$ cat src/rtl/div4_seq.sv
// Sequential restoring divider: one quotient bit per clock through a single (WIDTH+1)-bit
// subtractor using the A + ~B + 1 convention. Start/done handshake, registered outputs.
module div4_seq #(
    parameter int unsigned WIDTH = 4
) (
    input  logic             clk,
    input  logic             reset_n,
    input  logic             start,
    input  logic [WIDTH-1:0] A,
    input  logic [WIDTH-1:0] B,
    output logic [WIDTH-1:0] Q,
    output logic [WIDTH-1:0] R,
    output logic             busy,
    output logic             done,
    output logic             div_zero
);

    localparam int unsigned CntW = (WIDTH > 2) ? $clog2(WIDTH) : 1;
    localparam logic [CntW-1:0] CntLast = CntW'(WIDTH - 1);
    localparam logic [WIDTH:0] RemOne = {{WIDTH{1'b0}}, 1'b1};

    typedef enum logic [1:0] {StIdle, StRun, StDone} state_e;

    state_e           state_q, state_d;
    logic [WIDTH:0]   rem_q, rem_d;
    logic [WIDTH-1:0] dvd_q, dvd_d;
    logic [WIDTH-1:0] dvs_q, dvs_d;
    logic [WIDTH-1:0] quo_q, quo_d;
    logic [CntW-1:0]  cnt_q, cnt_d;
    logic [WIDTH-1:0] q_q, q_d;
    logic [WIDTH-1:0] r_q, r_d;
    logic             busy_q, busy_d;
    logic             done_q, done_d;
    logic             div_zero_q, div_zero_d;

    logic [WIDTH:0]   rem_shift;
    logic [WIDTH:0]   trial;
    logic             fits;

    // Shared datapath: shift in the dividend MSB, then trial-subtract the divisor.
    always_comb begin
        rem_shift = (rem_q << 1) | {{WIDTH{1'b0}}, dvd_q[WIDTH-1]};
        trial     = rem_shift + ~{1'b0, dvs_q} + RemOne;
        fits      = ~trial[WIDTH];
    end

    always_comb begin
        state_d    = state_q;
        rem_d      = rem_q;
        dvd_d      = dvd_q;
        dvs_d      = dvs_q;
        quo_d      = quo_q;
        cnt_d      = cnt_q;
        q_d        = q_q;
        r_d        = r_q;
        busy_d     = busy_q;
        done_d     = 1'b0;
        div_zero_d = div_zero_q;

        unique case (state_q)
            StIdle, StDone: begin
                state_d = StIdle;
                if (start) begin
                    dvd_d = A;
                    dvs_d = B;
                    rem_d = '0;
                    quo_d = '0;
                    cnt_d = '0;
                    if (B != '0) begin
                        state_d    = StRun;
                        busy_d     = 1'b1;
                        div_zero_d = 1'b0;
                    end else begin
                        // Divide by zero short-circuits straight to a result.
                        state_d    = StDone;
                        done_d     = 1'b1;
                        q_d        = '1;
                        r_d        = A;
                        div_zero_d = 1'b1;
                    end
                end
            end
            StRun: begin
                rem_d = fits ? trial : rem_shift;
                dvd_d = dvd_q << 1;
                quo_d = {quo_q[WIDTH-2:0], fits};
                cnt_d = cnt_q + CntW'(1);
                if (cnt_q == CntLast) begin
                    state_d    = StDone;
                    busy_d     = 1'b0;
                    done_d     = 1'b1;
                    q_d        = quo_d;
                    r_d        = rem_d[WIDTH-1:0];
                    div_zero_d = 1'b0;
                end
            end
            default: begin
                state_d = StIdle;
                busy_d  = 1'b0;
            end
        endcase
    end

    always_ff @(posedge clk) begin
        if (!reset_n) begin
            state_q    <= StIdle;
            rem_q      <= '0;
            dvd_q      <= '0;
            dvs_q      <= '0;
            quo_q      <= '0;
            cnt_q      <= '0;
            q_q        <= '0;
            r_q        <= '0;
            busy_q     <= 1'b0;
            done_q     <= 1'b0;
            div_zero_q <= 1'b0;
        end else begin
            state_q    <= state_d;
            rem_q      <= rem_d;
            dvd_q      <= dvd_d;
            dvs_q      <= dvs_d;
            quo_q      <= quo_d;
            cnt_q      <= cnt_d;
            q_q        <= q_d;
            r_q        <= r_d;
            busy_q     <= busy_d;
            done_q     <= done_d;
            div_zero_q <= div_zero_d;
        end
    end

    assign Q        = q_q;
    assign R        = r_q;
    assign busy     = busy_q;
    assign done     = done_q;
    assign div_zero = div_zero_q;

endmodule

$ cat config.mk
export PLATFORM = sky130hd
export DESIGN_NAME = div4_seq
export DESIGN_NICKNAME = d
export VERILOG_FILES = /design/src/rtl/div4_seq.sv
export SDC_FILE = /design/constraint.sdc
export NUM_CORES = 1
export LEC_CHECK = 0
export ABC_CLOCK_PERIOD_IN_PS = 4150
export CORE_UTILIZATION = 56
export CTS_CLUSTER_DIAMETER = 120
export DETAILED_ROUTE_END_ITERATION = 6
export HOLD_SLACK_MARGIN = 0.05
export PLACE_DENSITY_LB_ADDON = 0.08
export SYNTH_ARGS = -nofsm -noshare
export SYNTH_HDL_FRONTEND = slang
export SYNTH_SLANG_ARGS = --single-unit
$ cat constraint.sdc
create_clock -name clk -period 4.15 [get_ports clk]
set_input_delay 0.83 -clock clk [delete_from_list [all_inputs] [get_ports clk]]
set_output_delay 0.83 -clock clk [all_outputs]
set_load 0.01 [all_outputs]
==> flow_summary.yaml, run 1 <==
timing:
  fin_crit_sh_pct: 55.23
  timing.fmax_ghz: 0.4363
  tightest_slew_ns: 0.8432
  finalMaxSlewViolations: 0
  fin_setup_tns_ns: 0
  whs_ns: 0.4601
  grt_setup_unrepaired: "false"
  clock-skew-final_ns: 0.007918
  relSlewSlack_pct: 43.67
  setup_violations: 0
  min_period_ns: 2.292
  hold_violations: 0
global_routing:
  grt_max_degree: 21
  grt_usage_pct: 26.33
  grt_pass1_vias: 1182
  grt_pass1_wl_mm: 5.181
  grt-ovfl-total: 0
  antenna_found_initial: 0
detailed_routing:
  first_pass_iters: 5
  drt_iter0_drc: 43
  drc: 0
  routedWlPerCell_um: 13.36
  drt-total-wl_mm: 2.993
  avgViaCountPerCell: 5.585
  detail-route-antenna-nets: 0
  vias: 1251
yosys:
  async_flop_share_pct: 0
  netlist_instances: 177
  ys_seq_area_share_pct: 42.37
  synthTopCellsByArea: "dfxtp_1 (42%), a21oi_1 (9.2%), nand2_1 (7.4%)"
  ys.flop_type: "dfxtp_1"
  netlist_top_cells_count: "dfxtp_1 (30), nand2_1 (28), a21oi_1 (26)"
  ys_types: 33
  yosysMostFrequentCell: "dfxtp_1"
  ys_ff_latch: 30
  syn-cell-area_um2: 1418
  synth_top_area_share_pct: 42.37
  avgSynthCellArea_um2: 8.009
  synth-edff-count: 0
  syn_nets: 194
  yosys_warnings: 0
  yosys.area.top_type: "dfxtp_1"
pwr:
  ir_drop_mv: 0.2550
  power_leakage_nw: 0.6249
  power.density_nw_per_um2: 375.6
placement:
  portBuffers: 21
  gp_congestion: 0.8903
  post-dp-hpwl_mm: 2.218
layout:
  area_growth_pct: 18.62
  n_antenna_cell: 0
  drive_above_1_share_pct: 6.122
  nFillCells: 187
  seqCellArea_um2: 600.6
  multi_input_area_um2: 742.0
  nNetsFinal: 212
worst_setup_path:
  end_kind: "flop"
  cpLargestDelayFamily: "compound AO/OA/AOI/OAI gates"
  r2r_start: "dvd_q[3]$_SDFFE_PN0P_"
  crit_chain: "inv_1 -> ha_1 -> inv_1 -> fa_1 -> a211oi_2 -> o21ai_0 -> and2_4 -> a211o_1 -> a21oi_1"
  critPathSlowestCell: "fa_1"
  cp.depth: 9
  cpMostUsedCell: "inv_1"
  r2r_setup_slack_ns: 1.86
  critPathMaxFanout: 5
  reg2regPathDepth: 9
  slowest_delay_ns: 0.45
  r2r-end: "rem_q[0]$_SDFFE_PN0P_"
  critPathLaunchType: "flop"
  cp.arrival_ns: 2.54
  path_buf_inv: 2
  cp_data_required_time_ns: 4.40
  path_class: "reg -> reg"
  crit_path_start: "dvd_q[3]$_SDFFE_PN0P_"
  crit_path_end: "rem_q[0]$_SDFFE_PN0P_"
clocking:
  holdBufCountCts: 0
  clock_path_buffers: 2
  post_cts_buffers: 0
  cts_resized: 0
  cts_max_level: 2
  numCtsBuffers: 5
  cts_tree: "yes"
  cts_root_buffer: "clkbuf_4"
  clk_latency_ns: 0.32
  clock_sinks: 30
  cts.clk_slew.worst_paths_ns: 0.10
floorplan:
  die_area_um2: 2737
  io_pins: 22
  dieHeight_um: 52.32
  start_util_pct: 61.71
  chipWidth_um: 52.32
  core_um2: 2297
  rows: 17
min_path:
  hold_path_class: "reg -> reg"
  hp-start: "quo_q[2]$_SDFFE_PN0P_"
flow_run:
  maxCapViolations: 0
run_status:
  status: "finished clean"
-- kinds of logic after synthesis --
family          Yosys count  synth area share, %
compound gates           56                23.83
flops                    30                42.37
buf+inv                  18                5.296
simple gates             63                20.04
mux                       2                1.412
fa+ha+maj                 6                5.825
xor+xnor                  2                1.236
-- worst min-delay path, cell delays in order, from the launching register on --
cell and delay (ns):
dfxtp_1 0.32, nand2_1 0.05, a21oi_1 0.05
-- power breakdown --
group | internal, W | leakage [nW] | total (W) | switching (W)
clock network | 0.0000814 | 0.0343 | 0.000182 | 0.000100
registers | 0.000302 | 0.244 | 0.000313 | 0.0000110
logic | 0.0000612 | 0.346 | 0.000137 | 0.0000759
-- cell type report --
class / instances / share of cell area [%]
well taps: 28 / 2.083
repair buffers: 21 / 12.50
clock buffers: 6 / 3.051
multi-input cells: 129 / 44.12
inverters: 8 / 1.786
flip-flops and latches: 30 / 35.71
clock inverters: 2 / 0.7440
-- metrics by stage --
stage | utilization, % | setup WS (ns) | total power [W] | cell area [um2] | cells
final | 73.20 | 1.858 | 0.0006317 | 1682 | 224
after global routing | 73.20 | 1.627 | 0.0006683 | 1682 | 224
after CTS | 73.20 | 1.855 | 0.0006341 | 1682 | 224
after detailed placement | 70.42 | 1.538 | 0.0004547 | 1618 | 216
after global placement | 70.42 | 1.554 | 0.0004511 | 1618 | 216
after floorplan | - | 2.009 | 0.0004247 | 1418 | 177
-- cells in the final DEF, fill, tap and decap left out, drive strengths merged, types with 3 or more instances in the layout --
cell type      instances
clkdlybuf4s50         21
nor2                  19
nand2b                 3
a21oi                 26
dfxtp                 30
nand2                 28
nand3                  4
o21ai                 12
a22oi                  6
clkbuf                 6
inv                    8
ha                     5
a211o                  3
-- worst min-delay path by stage --
stage	endpoint	depth (start not counted)
global placement	quo_q[2]$_SDFFE_PN0P_	2
CTS	quo_q[2]$_SDFFE_PN0P_	2
detailed placement	quo_q[2]$_SDFFE_PN0P_	2
finish	quo_q[2]$_SDFFE_PN0P_	2
global route	quo_q[2]$_SDFFE_PN0P_	2
floorplan	quo_q[2]$_SDFFE_PN0P_	2
-- state kept, by name, summed over array words and instances (netlist names) --
name and cells:
state_q 2, busy 1, cnt_q 2, dvs_q 4, rem_q 4, done 1, div_zero 1, dvd_q 4
R 4, Q 4, quo_q 3
-- per-layer routing --
| layer | part of all wire, % | wire length [um] | up-vias | track usage, % |
|---|---|---|---|---|
| li1 | - | - | 650 | - |
| met1 | 47 | 1406 | 552 | 35.14 |
| met2 | 46 | 1369 | 45 | 41.35 |
| met3 | 6.4 | 193 | 4 | 6.957 |
| met4 | 0.77 | 23 | 0 | 7.895 |
| met5 | 0 | 0 | - | 0 |
(Power assumes the default switching activity.)
==> run 2, diff against run 1 <==
Settings changed: ABC_CLOCK_PERIOD_IN_PS 4150 to 2000, CORE_UTILIZATION 56 to 47.
Clock period 4.15 ns to 2 ns, I/O delays scaled along.
==> run 2 against run 1 <==
Die area grew 18%. Largest cell class unchanged. Sequential power rose by 110%. The flow now finishes with violations (DRC, setup timing). Clock power is 82% higher. Flip-flop and latch count unchanged. Core utilization is 9.7 points lower. Routed wire length increased by 11%. Global-route usage fell by 4.0 points. Fmax up 15%. Via count grew 8.1%. Count of clock-buffer cells in the layout decreased by 1. Worst setup slack got worse by 1.9 ns.
==> flow_summary.yaml, run 2 (synthesis results as in run 1) <==
detailed_routing:
  avgViaCountPerCell: 5.705
  routedWlPerCell_um: 13.98
  vias: 1352
  first_pass_iters: 7
  drc: 4
  drt-total-wl_mm: 3.314
  drt_iter0_drc: 67
  detail-route-antenna-nets: 0
layout:
  nNetsFinal: 223
  area_growth_pct: 25.60
  layout_common_cells: "dfxtp_1 (28), nand2_1 (28), a21oi_1 (26)"
  drive_above_1_share_pct: 14.08
  nFillCells: 264
  design_area_um2: 1780
  fin_cells: 237
  fin_util_pct: 63.47
  n_antenna_cell: 0
floorplan:
  start_util_pct: 50.54
  die_area_um2: 3240
  dieHeight_um: 56.92
  io_pins: 22
  rows: 19
  chipWidth_um: 56.92
  core_um2: 2805
timing:
  clock-skew-final_ns: 0.006866
  tightest_slew_ns: 0.6902
  timing.fmax_ghz: 0.4998
  relSlewSlack_pct: 53.82
  layout_setup_ws_ns: -0.0009530
  setup_violations: 1
  min_period_ns: 2.001
  finalMaxSlewViolations: 0
  grt_setup_unrepaired: "true"
  fin_crit_sh_pct: 100.0
  hold_violations: 0
global_routing:
  grt_max_degree: 16
  grt_pass1_wl_mm: 5.471
  grt_pass1_vias: 1228
  grt_usage_pct: 22.28
  antenna_found_initial: 0
  grt-ovfl-total: 0
run_status:
  status: "complete, but fails checks"
  violations: "DRC, setup timing"
worst_setup_path:
  reg2regPathDepth: 9
  crit_path_end: "R[3]$_SDFFE_PN0P_"
  cpMostUsedCell: "inv_2"
  critPathLaunchType: "flop"
  r2r_setup_slack_ns: -0.001
  end_kind: "flop"
  cp.depth: 9
  cp.arrival_ns: 2.23
  critPathSlowestCell: "fa_2"
  critPathMaxFanout: 5
  path_buf_inv: 2
  slowest_delay_ns: 0.38
  r2r-end: "R[3]$_SDFFE_PN0P_"
  cpLargestDelayFamily: "compound AO/OA/AOI/OAI gates"
  crit_chain: "inv_2 -> ha_4 -> inv_2 -> fa_2 -> a211oi_4 -> or3_4 -> and2_4 -> mux2i_1 -> o32ai_1"
  crit_path_start: "dvd_q[3]$_SDFFE_PN0P_"
  path_class: "reg -> reg"
  cp_data_required_time_ns: 2.23
  r2r_start: "dvd_q[3]$_SDFFE_PN0P_"
clocking:
  holdBufCountCts: 0
  cts.clk_slew.worst_paths_ns: 0.09
  post_cts_buffers: 0
  numCtsBuffers: 5
  clk_latency_ns: 0.33
  cts_max_level: 2
  cts_tree: "yes"
  clock_sinks: 30
  clock_path_buffers: 2
  cts_root_buffer: "clkbuf_4"
pwr:
  power_leakage_nw: 0.6787
  ir_drop_mv: 0.6195
  power.density_nw_per_um2: 735.9
  p_total_w: 0.001310
placement:
  portBuffers: 21
  placed_area_um2: 1722
  post-dp-hpwl_mm: 2.461
  gp_congestion: 0.8654
  dpl.cell_count: 230
min_path:
  hold_path_class: "reg -> reg"
flow_run:
  maxCapViolations: 0
## run 2: cell type report
cell class | instances | area [um2] | share of cell area, %
multi-input combinational | 129 | 768.2 | 43.15
sequential | 30 | 603.1 | 33.87
timing repair buffer | 32 | 292.8 | 16.44
tap | 31 | 38.79 | 2.178
clock buffer | 5 | 37.54 | 2.108
inverter | 8 | 30.03 | 1.687
clock inverter | 2 | 10.01 | 0.5622
## run 2: layer usage
layer / vias to the layer above / track usage, % / share of wire [%]
li1: 672 / - / -
met1: 636 / 29.78 / 47
met2: 37 / 35.29 / 47
met3: 7 / 4.839 / 4.3
met4: 0 / 8.362 / 1.2
met5: - / 0 / 0
## run 2: worst min-delay path, delay by kind of cell (launching register included)
family	cells	cell delay (ns)
AOI/OAI and AO/OA	1	0.05
and+or+nand+nor	1	0.05
DFF	1	0.32
## run 2: metrics by stage
step	setup slack [ns]	setup TNS, ns	hold slack [ns]
floorplan	-0.009456	-0.009456	0.4310
global placement	0.03811	0	0.4408
detailed placement	-0.02768	-0.02768	0.4468
CTS	0.01521	0	0.4608
global route	-0.05887	-0.2560	0.4850
finish	-0.0009530	-0.0009530	0.4585
## run 2: repair_timing
action	in CTS	in global routing
gates resized for setup	2	0
pin swaps	1	5
setup endpoints to repair	4	6
## run 2: worst min path at each step
stage / from / endpoint / slack (ns) / cells after the start
after CTS: quo_q[2]$_SDFFE_PN0P_ / quo_q[2]$_SDFFE_PN0P_ / 0.46 / 2
after floorplan: quo_q[2]$_SDFFE_PN0P_ / quo_q[2]$_SDFFE_PN0P_ / 0.43 / 2
after global placement: quo_q[2]$_SDFFE_PN0P_ / quo_q[2]$_SDFFE_PN0P_ / 0.44 / 2
after global routing: quo_q[2]$_SDFFE_PN0P_ / quo_q[2]$_SDFFE_PN0P_ / 0.48 / 2
final: dvd_q[1]$_SDFFE_PN0P_ / dvd_q[1]$_SDFFE_PN0P_ / 0.46 / 2
after detailed placement: quo_q[2]$_SDFFE_PN0P_ / quo_q[2]$_SDFFE_PN0P_ / 0.45 / 2
## run 2: where the power goes
group / switching (W) / leakage, nW / internal (W) / total [W]
combinational: 0.000175 / 0.403 / 0.000156 / 0.000331
clock: 0.000206 / 0.0308 / 0.000126 / 0.000332
sequential: 0.0000207 / 0.245 / 0.000627 / 0.000648
==> run 3, diff against run 2 <==
Settings changed: CAP_MARGIN from default to 10, SLEW_MARGIN from default to 20.
==> results of run 3 <==
No change in the layout: final DEF, timing and power equal those of run 2.
